[config.mk]
export PLATFORM = sky130hd
export DESIGN_NAME = hazard_scoreboard
export DESIGN_NICKNAME = d
export VERILOG_FILES = /design/src/rtl/hazard_scoreboard.sv
export SDC_FILE = /design/constraint.sdc
export NUM_CORES = 1
export LEC_CHECK = 0
export CORE_MARGIN = 2
export CORE_UTILIZATION = 55
export CTS_CLUSTER_SIZE = 10
export DETAILED_ROUTE_END_ITERATION = 10
export PLACE_DENSITY_LB_ADDON = 0.08
export SLEW_MARGIN = 10
export SYNTH_ARGS = -nofsm -noshare
export SYNTH_HDL_FRONTEND = slang
export SYNTH_SLANG_ARGS = --single-unit
export TNS_END_PERCENT = 50
[constraint.sdc]
create_clock -name clk -period 9.2 [get_ports clk]
set_input_delay 0.92 -clock clk [delete_from_list [all_inputs] [get_ports clk]]
set_output_delay 0.92 -clock clk [all_outputs]
set_load 0.05 [all_outputs]
[src/rtl/hazard_scoreboard.sv]
// Issue-side hazard scoreboard: tracks the remaining producer latency of every
// in-flight integer and FP destination and stalls ID on RAW, WAW or a busy divider.
module hazard_scoreboard #(
    parameter int LOAD_LAT = 1,
    parameter int FP_LAT   = 2,
    parameter int FDIV_LAT = 10,
    parameter int CNT_W    = 4
) (
    input  logic        clk,
    input  logic        rst,
    input  logic        id_valid,
    input  logic [31:0] id_instr,
    input  logic        flush,
    output logic        stall,
    output logic [1:0]  stall_cause,
    output logic        fdiv_busy
);

    localparam logic [6:0] OPC_OP      = 7'b0110011;
    localparam logic [6:0] OPC_OP_IMM  = 7'b0010011;
    localparam logic [6:0] OPC_LUI     = 7'b0110111;
    localparam logic [6:0] OPC_AUIPC   = 7'b0010111;
    localparam logic [6:0] OPC_JAL     = 7'b1101111;
    localparam logic [6:0] OPC_JALR    = 7'b1100111;
    localparam logic [6:0] OPC_LOAD    = 7'b0000011;
    localparam logic [6:0] OPC_LOAD_FP = 7'b0000111;
    localparam logic [6:0] OPC_STORE   = 7'b0100011;
    localparam logic [6:0] OPC_BRANCH  = 7'b1100011;
    localparam logic [6:0] OPC_STOREFP = 7'b0100111;
    localparam logic [6:0] OPC_OP_FP   = 7'b1010011;

    localparam logic [CNT_W-1:0] LAT_LOAD = CNT_W'(LOAD_LAT);
    localparam logic [CNT_W-1:0] LAT_FP   = CNT_W'(FP_LAT);
    localparam logic [CNT_W-1:0] LAT_DIV  = CNT_W'(FDIV_LAT);
    localparam logic [CNT_W-1:0] CNT_ONE  = CNT_W'(1);

    logic [CNT_W-1:0] xcnt_q [32];
    logic [CNT_W-1:0] xcnt_d [32];
    logic [CNT_W-1:0] fcnt_q [32];
    logic [CNT_W-1:0] fcnt_d [32];
    logic [CNT_W-1:0] div_cnt_q;
    logic [CNT_W-1:0] div_cnt_d;

    logic [6:0] opcode;
    logic [4:0] funct5;
    logic [4:0] rd;
    logic [4:0] rs1;
    logic [4:0] rs2;
    logic       unused_bits;

    assign opcode      = id_instr[6:0];
    assign funct5      = id_instr[31:27];
    assign rd          = id_instr[11:7];
    assign rs1         = id_instr[19:15];
    assign rs2         = id_instr[24:20];
    assign unused_bits = ^{id_instr[26:25], id_instr[14:12]};

    logic             rd_x;
    logic             rd_f;
    logic [CNT_W-1:0] lat;
    logic             uses_div;
    logic             use_xrs1;
    logic             use_xrs2;
    logic             use_frs1;
    logic             use_frs2;

    // Decode destination file, producer latency and which source operands are read.
    always_comb begin
        rd_x     = 1'b0;
        rd_f     = 1'b0;
        lat      = '0;
        uses_div = 1'b0;
        use_xrs1 = 1'b1;
        use_xrs2 = 1'b0;
        use_frs1 = 1'b0;
        use_frs2 = 1'b0;
        case (opcode)
            OPC_OP: begin
                rd_x     = 1'b1;
                use_xrs2 = 1'b1;
            end
            OPC_OP_IMM, OPC_JALR: rd_x = 1'b1;
            OPC_LUI, OPC_AUIPC, OPC_JAL: begin
                rd_x     = 1'b1;
                use_xrs1 = 1'b0;
            end
            OPC_LOAD: begin
                rd_x = 1'b1;
                lat  = LAT_LOAD;
            end
            OPC_LOAD_FP: begin
                rd_f = 1'b1;
                lat  = LAT_LOAD;
            end
            OPC_STORE, OPC_BRANCH: use_xrs2 = 1'b1;
            OPC_STOREFP: use_frs2 = 1'b1;
            OPC_OP_FP: begin
                // Moves/converts from the integer file read rs1 from x, everything else from f.
                use_xrs1 = (funct5 == 5'b11010) || (funct5 == 5'b11110);
                use_frs1 = !((funct5 == 5'b11010) || (funct5 == 5'b11110));
                use_frs2 = !(funct5 inside {5'b01011, 5'b11000, 5'b11010, 5'b11100, 5'b11110});
                if (funct5 == 5'b00011 || funct5 == 5'b01011) begin
                    rd_f     = 1'b1;
                    lat      = LAT_DIV;
                    uses_div = 1'b1;
                end else if (funct5 inside {5'b10100, 5'b11000, 5'b11100}) begin
                    rd_x = 1'b1;
                    lat  = LAT_FP;
                end else begin
                    rd_f = 1'b1;
                    lat  = LAT_FP;
                end
            end
            default: ;
        endcase
    end

    logic             raw;
    logic             strct;
    logic             waw;
    logic             issue;
    logic [CNT_W-1:0] rd_cnt;
    logic             rd_tracked;

    // Hazard detection; x0 is never a real source or destination.
    always_comb begin
        raw = id_valid && (
              (use_xrs1 && rs1 != 5'd0 && xcnt_q[rs1] != '0) ||
              (use_xrs2 && rs2 != 5'd0 && xcnt_q[rs2] != '0) ||
              (use_frs1 && fcnt_q[rs1] != '0) ||
              (use_frs2 && fcnt_q[rs2] != '0));
        strct      = id_valid && uses_div && (div_cnt_q != '0);
        rd_tracked = (rd_x && rd != 5'd0) || rd_f;
        rd_cnt     = rd_x ? xcnt_q[rd] : (rd_f ? fcnt_q[rd] : '0);
        waw        = id_valid && rd_tracked && (rd_cnt > lat);
        stall      = raw || strct || waw;
        if (raw)        stall_cause = 2'b01;
        else if (strct) stall_cause = 2'b10;
        else if (waw)   stall_cause = 2'b11;
        else            stall_cause = 2'b00;
        issue      = id_valid && !stall && !flush;
        fdiv_busy  = (div_cnt_q != '0);
    end

    // Counters count down to zero; an issuing producer reloads its destination counter.
    always_comb begin
        for (int i = 0; i < 32; i++) begin
            xcnt_d[i] = (xcnt_q[i] != '0) ? xcnt_q[i] - CNT_ONE : '0;
            fcnt_d[i] = (fcnt_q[i] != '0) ? fcnt_q[i] - CNT_ONE : '0;
            if (issue && rd_x && lat != '0 && rd == 5'(i)) xcnt_d[i] = lat;
            if (issue && rd_f && lat != '0 && rd == 5'(i)) fcnt_d[i] = lat;
        end
        xcnt_d[0] = '0;
        div_cnt_d = (div_cnt_q != '0) ? div_cnt_q - CNT_ONE : '0;
        if (issue && uses_div) div_cnt_d = LAT_DIV;
    end

    // Counter state with asynchronous clear.
    always_ff @(posedge clk or posedge rst) begin
        if (rst) begin
            for (int i = 0; i < 32; i++) begin
                xcnt_q[i] <= '0;
                fcnt_q[i] <= '0;
            end
            div_cnt_q <= '0;
        end else begin
            for (int i = 0; i < 32; i++) begin
                xcnt_q[i] <= xcnt_d[i];
                fcnt_q[i] <= fcnt_d[i];
            end
            div_cnt_q <= div_cnt_d;
        end
    end

endmodule

==> flow_metrics.tcl <==
set metrics [dict create \
    worstPathRequired_ns 8.28 \
    avgSynthCellArea_um2 9.95 \
    drc 0 \
    synth-simple-area-share_pct 27.8 \
    synth-main-ff-cell "dfrtp_1" \
    cts_hold_buf 0 \
    fmax_mhz 138 \
    slew_viol_final 0 \
    drive_gt1_share_pct 16.6 \
    grt_max_degree 128 \
    place_inst 2086 \
    p_per_area_nw_per_um2 127 \
    initial_core_util_pct 56.1 \
    syn_nets 1771 \
    seqPwrFrac_pct 47.4 \
    synth-seq-cells 256 \
    htreeDepth 1 \
    whs_ns 0.475 \
    netlist_area_um2 17200 \
    grt_pass1_wl_um 78200 \
    drt-total-wl_um 49400 \
    tightest_slew_ns 1.19 \
    grt_use_total_pct 30.4 \
    vias 14200 \
    fin_cells 2126 \
    rsz0062_at_grt "no" \
    irDropWorstVdd_uv 154 \
    clock_latency_ns 0.57 \
    switching_share_pct 24.4 \
    synth_edf_count 0 \
    area_growth_pct 8.34 \
    p_total_mw 2.38 \
    clkPwrFrac_pct 45.3 \
    row_count 64 \
    grt_pass1_vias 13300 \
    place_area_um2 17800 \
    fin_crit_sh_pct 78.6 \
    status "finished clean" \
    start_kind "primary input" \
    dp_hpwl_um 34600 \
    seq_area_frac_synth_pct 37.2 \
    overflow 0 \
    path_clk_slew_ns 0.06 \
    synth_cell_types 72 \
    synth_top_family_by_area "simple AND/OR/NAND/NOR gates" \
    min_path_type "flop to flop" \
    cp_max_fo 26 \
    nets 1761 \
    stdcell_area_um2 18700 \
    dpl_worst_slack_ns 2.11 \
    ant_nets 0 \
    hold_violations 0 \
    layout_min_cycle_time_ns 7.23 \
    place_congestion 1.01 \
    synth_compound_area_share_pct 9.97 \
    syn_inst 1732 \
    root_buffer "clkbuf_16" \
    grt.met3_usage_pct 3.85 \
    cellLeakagePower_nw 8.91 \
    drtIter0Drc 1290 \
    final_util_pct 60.7 \
    p_int_mw 1.79 \
    clock-skew-final_ns 0.0198 \
    relSlewSlack_pct 20.5 \
    grt.busiest_layer "met2" \
    synth-xor-area-share_pct 0 \
    port_buffers 34 \
    drv_cap 0 \
    worstSetupPathType "primary input to primary output" \
    cts_tree "done" \
    async_reset_ff_share_pct 100 \
    vias_per_cell 6.70 \
    p_comb_share_pct 7.3 \
    setup_violations 0 \
    antenna_found_initial 0 \
    post_cts_resized 0 \
    die_y_um 181 \
    use_met2_pct 49.0 \
    die_w_um 181 \
    cts.sinks 256 \
    synthAdderAreaFrac_pct 0.218 \
    setup-tns-final_ns 0 \
    synthMuxAreaShare_pct 22.0 \
    cp.arrival_ns 6.31 \
    clk_path_buf_depth 3 \
    dr.pass1.iters 5 \
    grt_util_met1_pct 43.4 \
    io_pins 40 \
    p_sw_uw 581 \
    antenna_cells 0 \
    design.die.area_um2 32800 \
    avgRoutedWirePerCell_um 23.3 \
    layout_setup_ws_ns 1.97 \
    crit_path_end_kind "primary output" \
    cts_inserted_buffers 30 \
    ys_warn_count 0 \
    core_um2 30700 \
    post_cts_buffers 0 \
]
Yosys cell counts (4+ instances only):
library cell  number  area [um2]
dfrtp_1          256        6410
nor2_1           225         845
a21oi_1          128         641
mux2i_1          114        1140
nor4_1            97         607
nor3_1            85         425
mux4_2            81        1820
nor2b_1           74         463
nor3b_1           62         465
or2_2             62         388
clkbuf_1          59         221
o21ai_0           50         250
mux2_1            48         541
nand3_1           38         190
nand2_1           37         139
or3_1             30         188
nand3_2           28         280
mux2_2            25         282
nand3_4           20         350
and3_1            19         119
buf_1             16        60.1
buf_2             16        80.1
or4_1             16         120
nand2b_1          13        81.3
o211a_1           13         130
inv_1              9        33.8
a31oi_1            7        43.8
o31ai_1            7        52.6
o22ai_1            6        37.5
a2111oi_0          5        43.8
nand3b_1           5        37.5
a211oi_1           4        30.0
a21boi_0           4        30.0
a221oi_1           4        35.0
buf_6              4        45.0
o211ai_1           4        30.0
o221ai_1           4        35.0
worst paths after layout:
check                                         end  slack, ns                    from  cells past startpoint
min                        div_cnt_q[0]$_DFF_PP0_       0.48  div_cnt_q[0]$_DFF_PP0_                      1
min reg2reg                div_cnt_q[0]$_DFF_PP0_       0.48  div_cnt_q[0]$_DFF_PP0_                      1
max reg2reg                  xcnt_q[20]$_DFF_PP0_       4.01    fcnt_q[13]$_DFF_PP0_                     14
min in group asynchronous    xcnt_q[97]$_DFF_PP0_       0.94                     rst                      2
max                                stall_cause[1]       1.97            id_instr[16]                     11
max in group asynchronous   fcnt_q[122]$_DFF_PP0_       6.83                     rst                      3
layout by cell type, fill, tap and decap left out, types with 48 or more instances in the layout:
| cell type | synthesis | layout |
|---|---|---|
| dfrtp_1 | 256 | 256 |
| nor2_1 | 225 | 225 |
| a21oi_1 | 128 | 128 |
| mux2i_1 | 114 | 114 |
| nor4_1 | 97 | 96 |
| nor3_1 | 85 | 85 |
| mux4_2 | 81 | 81 |
| nor2b_1 | 74 | 74 |
| nor3b_1 | 62 | 62 |
| or2_2 | 62 | 62 |
| o21ai_0 | 50 | 50 |
| mux2_1 | 48 | 48 |
flip-flops by register name, summed over array words and instances, names as in the netlist:
signal and count:
div_cnt_q 4, fcnt_q 128, xcnt_q 124
layout make-up:
cell class	count	area (um2)
Fill cell	2673	12100
Multi-Input combinational cell	1368	10400
Sequential cell	256	6410
Clock buffer	39	836
Tap cell	396	495
Timing Repair Buffer	55	488
Inverter	11	48.8
Clock inverter	1	5.00
power groups by stage:
stage | Sequential [mW] | Combinational (mW) | Clock, mW
2_1_floorplan | 1.15 | 0.116 | 0
3_3_place_gp | 1.15 | 0.170 | 0
3_5_place_dp | 1.15 | 0.171 | 0
4_1_cts | 1.13 | 0.171 | 1.10
5_1_grt | 1.13 | 0.184 | 1.14
6_report | 1.13 | 0.172 | 1.08
worst max-delay path, cell delays in order:
cell and delay, ns:
clkdlybuf4s50_1 0.45, buf_4 0.40, clkinv_1 0.76, mux2_2 0.44, o221ai_1 0.13, a2111oi_0 0.71, nor4b_1 0.22, a311oi_4 0.88
nand2_1 0.31, a21oi_1 0.23, clkdlybuf4s50_1 0.82
metal layers:
| layer | wire length [um] | vias to the layer above |
|---|---|---|
| li1 | - | 6545 |
| met1 | 21400 | 7101 |
| met2 | 23000 | 513 |
| met3 | 3350 | 89 |
| met4 | 1680 | 0 |
| met5 | 0 | - |
cell families (layout without fill, tap and decap cells):
logic type      Yosys count  after routing
flops                   256            256
fa+ha+maj                 3              3
compound gates          274            274
simple gates            823            823
buf+inv                 108            106
mux                     268            268
Note: power is estimated with default switching activity, not from simulation.
